**src/rtl/sa_pkg.sv**
```systemverilog
`default_nettype none
// ============================================================================
// Module : sa_pkg
// Brief  : Shared types and constants for the systolic array sequencer.
// Rev    : 1.0  initial release
// ============================================================================
package sa_pkg;

    localparam int DATA_W = 8;

    typedef enum logic [1:0] {
        IDLE   = 2'd0,
        STREAM = 2'd1,
        DRAIN  = 2'd2
    } state_t;

    // Handshake-to-result latency of the skew + array + deskew path
    function automatic int sa_lat(input int n);
        return 2 * n - 1;
    endfunction

endpackage
`default_nettype wire

```
**src/rtl/delay_line.sv**
```systemverilog
`default_nettype none
// ============================================================================
// Module : delay_line
// Brief  : DEPTH-stage register delay; DEPTH=0 degenerates to a wire.
// Rev    : 1.0  initial release
// ============================================================================
module delay_line #(
    parameter int DEPTH = 1,
    parameter int WIDTH = 8
) (
    input  logic             clk,
    input  logic             reset,
    input  logic [WIDTH-1:0] d,
    output logic [WIDTH-1:0] q
);

    generate
        if (DEPTH == 0) begin : g_wire
            logic w_unused;
            assign w_unused = clk ^ reset;
            assign q        = d;
        end else begin : g_pipe
            logic [WIDTH-1:0] r_stage [DEPTH];

            always_ff @(posedge clk or posedge reset) begin
                if (reset) begin
                    for (int k = 0; k < DEPTH; k++) r_stage[k] <= '0;
                end else begin
                    r_stage[0] <= d;
                    for (int k = 1; k < DEPTH; k++) r_stage[k] <= r_stage[k-1];
                end
            end

            assign q = r_stage[DEPTH-1];
        end
    endgenerate

endmodule
`default_nettype wire

```
**src/rtl/systolic_sequencer.sv**
```systemverilog
`default_nettype none
// ============================================================================
// Module : systolic_sequencer
// Brief  : Weight-tile latch, input skew, output deskew and stream FSM for a
//          weight-stationary systolic array.
// Rev    : 1.0  initial release
// ============================================================================
module systolic_sequencer #(
    parameter int ARRAY_SIZE = 9,
    parameter int DATA_W     = 8
) (
    input  logic                                   clk,
    input  logic                                   reset,
    input  logic                                   cfg_w_valid,
    output logic                                   cfg_w_ready,
    input  logic [DATA_W*ARRAY_SIZE*ARRAY_SIZE-1:0] cfg_w_data,
    input  logic                                   in_valid,
    output logic                                   in_ready,
    input  logic [DATA_W*ARRAY_SIZE-1:0]            in_data,
    input  logic                                   in_last,
    output logic [DATA_W*ARRAY_SIZE-1:0]            sa_datain,
    output logic [DATA_W*ARRAY_SIZE*ARRAY_SIZE-1:0] sa_weightin,
    input  logic [DATA_W*ARRAY_SIZE-1:0]            sa_macout,
    output logic                                   out_valid,
    output logic [DATA_W*ARRAY_SIZE-1:0]            out_data,
    output logic                                   busy,
    output logic                                   done
);
    import sa_pkg::*;

    localparam int N     = ARRAY_SIZE;
    localparam int LAT   = sa_lat(N);
    localparam int CNT_W = $clog2(2 * N);
    localparam logic [CNT_W-1:0] c_lat_cnt = CNT_W'(LAT);
    localparam logic [CNT_W-1:0] c_one     = CNT_W'(1);

    state_t                      r_state;
    logic                        r_w_loaded;
    logic [DATA_W*N*N-1:0]       r_weight;
    logic [DATA_W*N-1:0]         r_in_reg;
    logic [LAT-1:0]              r_valid_pipe;
    logic                        r_out_valid;
    logic                        r_done;
    logic [CNT_W-1:0]            r_cnt;
    logic [DATA_W*N-1:0]         w_deskew;
    logic                        w_cfg_fire;
    logic                        w_in_fire;

    assign cfg_w_ready = (r_state == IDLE);
    assign in_ready    = (r_state == STREAM) | ((r_state == IDLE) & r_w_loaded);
    assign w_cfg_fire  = cfg_w_valid & cfg_w_ready;
    assign w_in_fire   = in_valid & in_ready;

    always_ff @(posedge clk or posedge reset) begin
        if (reset) begin
            r_state      <= IDLE;
            r_w_loaded   <= 1'b0;
            r_weight     <= '0;
            r_in_reg     <= '0;
            r_valid_pipe <= '0;
            r_out_valid  <= 1'b0;
            r_done       <= 1'b0;
            r_cnt        <= '0;
        end else begin
            r_done       <= 1'b0;
            // Idle cycles inject an all-zero bubble so nothing stale reaches the array
            r_in_reg     <= w_in_fire ? in_data : '0;
            r_valid_pipe <= {r_valid_pipe[LAT-2:0], w_in_fire};
            // Extra stage lines the valid bit up with the unregistered last deskew lane
            r_out_valid  <= r_valid_pipe[LAT-1];

            case (r_state)
                IDLE: begin
                    if (w_cfg_fire) begin
                        r_weight   <= cfg_w_data;
                        r_w_loaded <= 1'b1;
                    end
                    if (w_in_fire) begin
                        r_cnt   <= '0;
                        r_state <= in_last ? DRAIN : STREAM;
                    end
                end
                STREAM: begin
                    if (w_in_fire && in_last) begin
                        r_cnt   <= '0;
                        r_state <= DRAIN;
                    end
                end
                DRAIN: begin
                    if (r_cnt == c_lat_cnt) begin
                        r_done  <= 1'b1;
                        r_state <= IDLE;
                    end else begin
                        r_cnt <= r_cnt + c_one;
                    end
                end
                default: r_state <= IDLE;
            endcase
        end
    end

    genvar gi;
    generate
        for (gi = 0; gi < N; gi++) begin : g_skew
            delay_line #(.DEPTH(gi), .WIDTH(DATA_W)) u_skew (
                .clk   (clk),
                .reset (reset),
                .d     (r_in_reg[gi*DATA_W +: DATA_W]),
                .q     (sa_datain[gi*DATA_W +: DATA_W])
            );
        end

        for (gi = 0; gi < N; gi++) begin : g_deskew
            delay_line #(.DEPTH(N - 1 - gi), .WIDTH(DATA_W)) u_deskew (
                .clk   (clk),
                .reset (reset),
                .d     (sa_macout[gi*DATA_W +: DATA_W]),
                .q     (w_deskew[gi*DATA_W +: DATA_W])
            );
        end
    endgenerate

    assign sa_weightin = r_weight;
    assign out_valid   = r_out_valid;
    assign out_data    = {(DATA_W*N){r_out_valid}} & w_deskew;
    assign busy        = (r_state != IDLE);
    assign done        = r_done;

endmodule
`default_nettype wire

```
**config.mk**
```make
export PLATFORM = sky130hd
export DESIGN_NAME = systolic_sequencer
export DESIGN_NICKNAME = d
export VERILOG_FILES = /design/src/rtl/sa_pkg.sv /design/src/rtl/delay_line.sv /design/src/rtl/systolic_sequencer.sv
export SDC_FILE = /design/constraint.sdc
export NUM_CORES = 2
export LEC_CHECK = 0
export CAP_MARGIN = 20
export CORE_AREA = 4 4 623 625
export CTS_CLUSTER_SIZE = 25
export DETAILED_ROUTE_END_ITERATION = 7
export DIE_AREA = 0 0 627 629
export PLACE_DENSITY_LB_ADDON = 0.05
export SYNTH_ARGS = -nofsm -noshare
export SYNTH_HDL_FRONTEND = slang
export SYNTH_SLANG_ARGS = --single-unit
```
**constraint.sdc**
```tcl
create_clock -name clk -period 49.9 [get_ports clk]
set_clock_uncertainty 0.1 [all_clocks]
set_input_delay 14.97 -clock clk [delete_from_list [all_inputs] [get_ports clk]]
set_output_delay 14.97 -clock clk [all_outputs]
set_load 0.03 [all_outputs]
```
# Word level (Yosys, flattened, before mapping)
# Index checks and enable logic that the tools add are counted.
[totals]
register_bits = 1323
out_inout_bits = 797
elab_cells = 112
[op_classes]
n_addsub = 1
eq_ne = 7
n_mux = 12
bitwise_logic = 5
reduce_logical = 7
[ops]
columns = ["operator", "count"]
rows = [
  ["72-bit bitwise AND", 1],
  ["72-bit 2-to-1 mux", 1],
  ["5-bit 2-to-1 mux", 3],
  ["5-bit one-hot mux with 3 select lines", 1],
  ["2-bit 2-to-1 mux", 4],
  ["2-bit one-hot mux with 3 select lines", 1],
  ["5-bit by 1-bit adder with 5-bit output, second input constant", 1],
  ["5-bit equality test, second input constant", 1],
  ["2-bit by 1-bit != test with 1-bit output, second input constant", 2],
  ["2-bit != test, second input constant", 2],
  ["4-bit AND reduction", 1],
  ["1-bit bitwise AND", 3],
  ["3-bit AND reduction", 1],
  ["3-bit nonzero test", 1],
  ["2-bit by 1-bit equality test with 1-bit output, second input constant", 1],
  ["2-bit equality test, second input constant", 1],
  ["2-bit logical NOT", 1],
  ["1-bit 2-to-1 mux", 2],
  ["2-bit AND reduction", 1],
  ["2-bit nonzero test", 1],
  ["1-bit logical AND", 1],
  ["1-bit bitwise OR", 1],
]

# Logic depth before layout (Yosys ltp)
[depth]
word_depth = 7
mapped_depth = 6

# By module
# From an unflattened synthesis, not the netlist that was laid out.
[unflattened]
cells_unflattened = 2387
area_unflattened_um2 = 46259.4
[by_module_without_submodules]
columns = ["mod", "n_inst", "cells_each", "area_per_inst_um2", "seq_area_each_um2"]
rows = [
  ["systolic_sequencer", 1, 1667, 30824.6, 18692.9],
  ["delay_line at g_deskew[0].u_deskew ...", 2, 73, 1665.3, 1601.5],
  ["delay_line at g_deskew[1].u_deskew ...", 2, 65, 1465.2, 1401.3],
  ["delay_line at g_deskew[2].u_deskew ...", 2, 57, 1265.0, 1201.2],
  ["delay_line at g_deskew[3].u_deskew ...", 2, 49, 1064.8, 1001.0],
  ["delay_line at g_deskew[4].u_deskew ...", 2, 41, 864.6, 800.8],
  ["delay_line at g_deskew[5].u_deskew ...", 2, 33, 664.4, 600.6],
  ["delay_line at g_deskew[6].u_deskew ...", 2, 25, 464.2, 400.4],
  ["delay_line at g_deskew[7].u_deskew ...", 2, 9, 203.9, 200.2],
  ["delay_line at g_deskew[8].u_deskew ...", 2, 8, 60.1, 0.0],
]

# Worst setup path after synthesis
# Ideal clock, no wire load.
[synth_path]
kind = "input-to-output"
from = "in sa_macout[64]"
to = "out out_data[64]"
t_arrival_ns = 15.251
required_time_ns = 34.830
path_slack_ns = 19.579
cell_stages = 1
path_cell_list = "and2_1"
[synth_between]
elab_chain_len = 1
[synth_lines]
columns = ["item", "line", "text"]
rows = [
  ["from (decl)", "systolic_sequencer.sv:23", "input logic [DATA_W*ARRAY_SIZE-1:0] sa_macout,"],
  ["72-bit bitwise AND", "systolic_sequencer.sv:125", "assign out_data = {(DATA_W*N){r_out_valid}} & w_deskew;"],
  ["to (decl)", "systolic_sequencer.sv:25", "output logic [DATA_W*ARRAY_SIZE-1:0] out_data,"],
]
# Every way passes these cells.

# Final worst setup path
[layout_path]
from = "in sa_macout[65]"
to = "out out_data[65]"
# Same word-level chain as after synthesis.

==> impl_results.md <==
* Minimum clock period at between 30 and 40 ns
* Core ar. at ~380000 sq um
* Antenna viol nets, final at 0
* Multi-input logic area at around 11000 sq um
* Vias in the first global route at between 20000 and 30000
* Most frequent cells in the layout: clkdlybuf4s50_1, dfrtp_1, mux2_4, clkbuf_16, and2_1
* DR WL/cell at 25.1 microns
* Unrepaired setup endpoints after global routing: false
* Cell taking the most area after synthesis: dfrtp_1
* Met3 Use GR at approximately 6.2%
* Flops & latches, synth at 1323
* Post_cts resized at 0
* DP HPWL at around 180000 microns
* Root buf cell: clkbuf_16
* Crit path capture type: primary output
* CP required at 34.83 ns
* Die height at approximately 630 microns
* Setup TNS at 0 ns
* H-tree Lvls at 4
* Gr usage total at between 10% and 20%
* Remaining DRCs at 0
* Largest net degree at the start of global routing at approximately 170
* Vias per inst at between 2 and 3
* Layout fillers at 41045
* Vias at around 26000
* Storage element area at roughly 33000 sq um
* Layout cells sized above 1 at 23.7%
* Clk_lat worst skew at 0.81 ns
* Synthesized cell area at 45200 sq um
* Initial Util at 11.8%
* Met2 Use GR at roughly a fifth
* Worst-path clk slew at ~0.060 ns
* Most common cell after layout, fill and taps aside: clkdlybuf4s50_1
* Syn Nets at approximately 3100
* Endpoints failing setup at 0
* Chip width at between 600 and 700 microns
* Final core occ at around a fifth
* Fmax at about 0.032 GHz
* First-pass GRT wire length at about 300000 microns
* Netlist cell types at 31
* Drt pass-1 iters at 4
* Pre-CTS setup slack at 18.59 ns
* CP Max Fanout at 1
* Design Power at between 5000 and 6000 uW
* Die Footprint at between 300000 and 400000 sq um
* Routability congestion estimate at about 0.74
* Worst hold path class: register to register
* WL final at 231000 microns
* Worst hold margin at between 0.2 and 0.25 ns
* Final hold vios at 0
* Outcome: finished, final reports clean
* Crit path DAT at 16.23 ns
* Slew headroom at a little under a third
* Worst Tran Pin Value at 1.05 ns
* TritonCTS Buffers at ~190
* CP Launch Type: input port
* CTS Buffer Depth at 4
* # rows at ~230
* VDD IR-drop max at around 29 uV
* Top cell type's share of synthesized area at 73.3%
* Pins Over Slew Limit at 0
* Tcrit/Tclk final at between 60% and 70%
* Met1 Use GR at between 10% and 20%
* Seq/Total Area, Yosys at 73.3%
* Warnings from Yosys at 0
* Pwr/cell area at roughly 71 nW/um^2
* Area Overhead vs Synth at 60.7%
* Number of max-cap violations at 0
* Hold Buf Count CTS at 0
* Grt ovf at 0
* DR iter-0 viols at between 1000 and 1500
* Static leakage at 0.0306 uW
* GR peak layer: met2
* Cells after Synth at ~2300
* Syn_area_per_cell at 19.6 sq um
* PnR worst setup slack at between 15 and 20 ns
* CTS tree: done
* Top Ports at ~1600
* Port bufs at between 1500 and 2000
* Final #Nets at 4780
* Synth area leaders: dfrtp_1, mux2_4, and2_1
* Max reg flops at 648
* Crit path kind: input port to primary output
* Setup Fix Bufs, Post-CTS at 0
* Clk sink count at ~1300
* Antenna violations before repair at just under 200
through the flow:
step	cell area, sq um	instances
after detailed placement	66400	8829
after global placement	66400	8829
final	72600	9197
after floorplan	45200	2305
after CTS	72500	9151
after global routing	72600	9165
cell type report:
class	instances	share of cell area, %
sequential	1323	45.6
antenna	44	0.152
timing repair buffer	1634	22.5
inverter	5	0.0310
clock inverter	55	0.959
clock buffer	267	7.39
multi-input combinational	831	14.8
tap	5038	8.68
metal layers:
layer / routed length [microns] / up-vias
met5: 432 / -
li1: - / 11130
met3: 27700 / 529
met2: 119000 / 1195
met4: 7530 / 72
met1: 75900 / 13129
synth_stat cells:
library cell,n
dfrtp_1,1323
mux2_4,600
and2_1,146
buf_4,56
buf_6,48
mux2_2,48
buf_8,21
clkbuf_1,17
inv_1,5
buf_2,4
nor2_1,4
o21ai_0,4
a21oi_1,3
nand2_1,3
a211oi_1,2
ha_1,2
nand2b_1,2
nand3b_1,2
nor3_1,2
or3_1,2
a221o_1,1
a31oi_1,1
a32o_1,1
mux2i_1,1
nand4bb_1,1
nor2_2,1
nor4_1,1
nor4bb_1,1
o21a_1,1
or2_2,1
or4_1,1
report_power, final:
part           switching (uW)  internal (uW)  leakage [uW]  total (uW)
Clock                     550            798       0.00298        1350
Combinational            1190            977        0.0114        2170
Sequential                197           1410        0.0162        1610
Total                    1940           3190        0.0306        5120
path summary, 6_finish.rpt:
kind	startpoint	end	slack, ns	depth (start not counted)
max	sa_macout[65]	out_data[65]	18.60	3
min	g_skew[8].u_skew.g_pipe.r_stage[32]	g_skew[8].u_skew.g_pipe.r_stage[24]	0.21	0
max reg2reg	r_state[0]	sa_weightin[370]	44.39	7
min reg2reg	g_skew[8].u_skew.g_pipe.r_stage[32]	g_skew[8].u_skew.g_pipe.r_stage[24]	0.21	0
max in group asynchronous	reset	sa_weightin[160]	31.30	8
min in group asynchronous	reset	sa_weightin[28]	14.65	3
kinds of logic after synthesis:
family	Yosys count	synth area share, %
DFF	1323	73.3
muxes	649	21.2
and+or+nand+nor	167	2.30
buffers and inverters	151	3.05
AOI/OAI and AO/OA	13	0.186
adders and majority gates	2	0.0554
critical path, cell delays in order:
cell and delay, ns:
clkdlybuf4s50_1 0.47, and2_1 0.12, clkdlybuf4s50_1 0.67
Power figures use the tool's default switching activity.
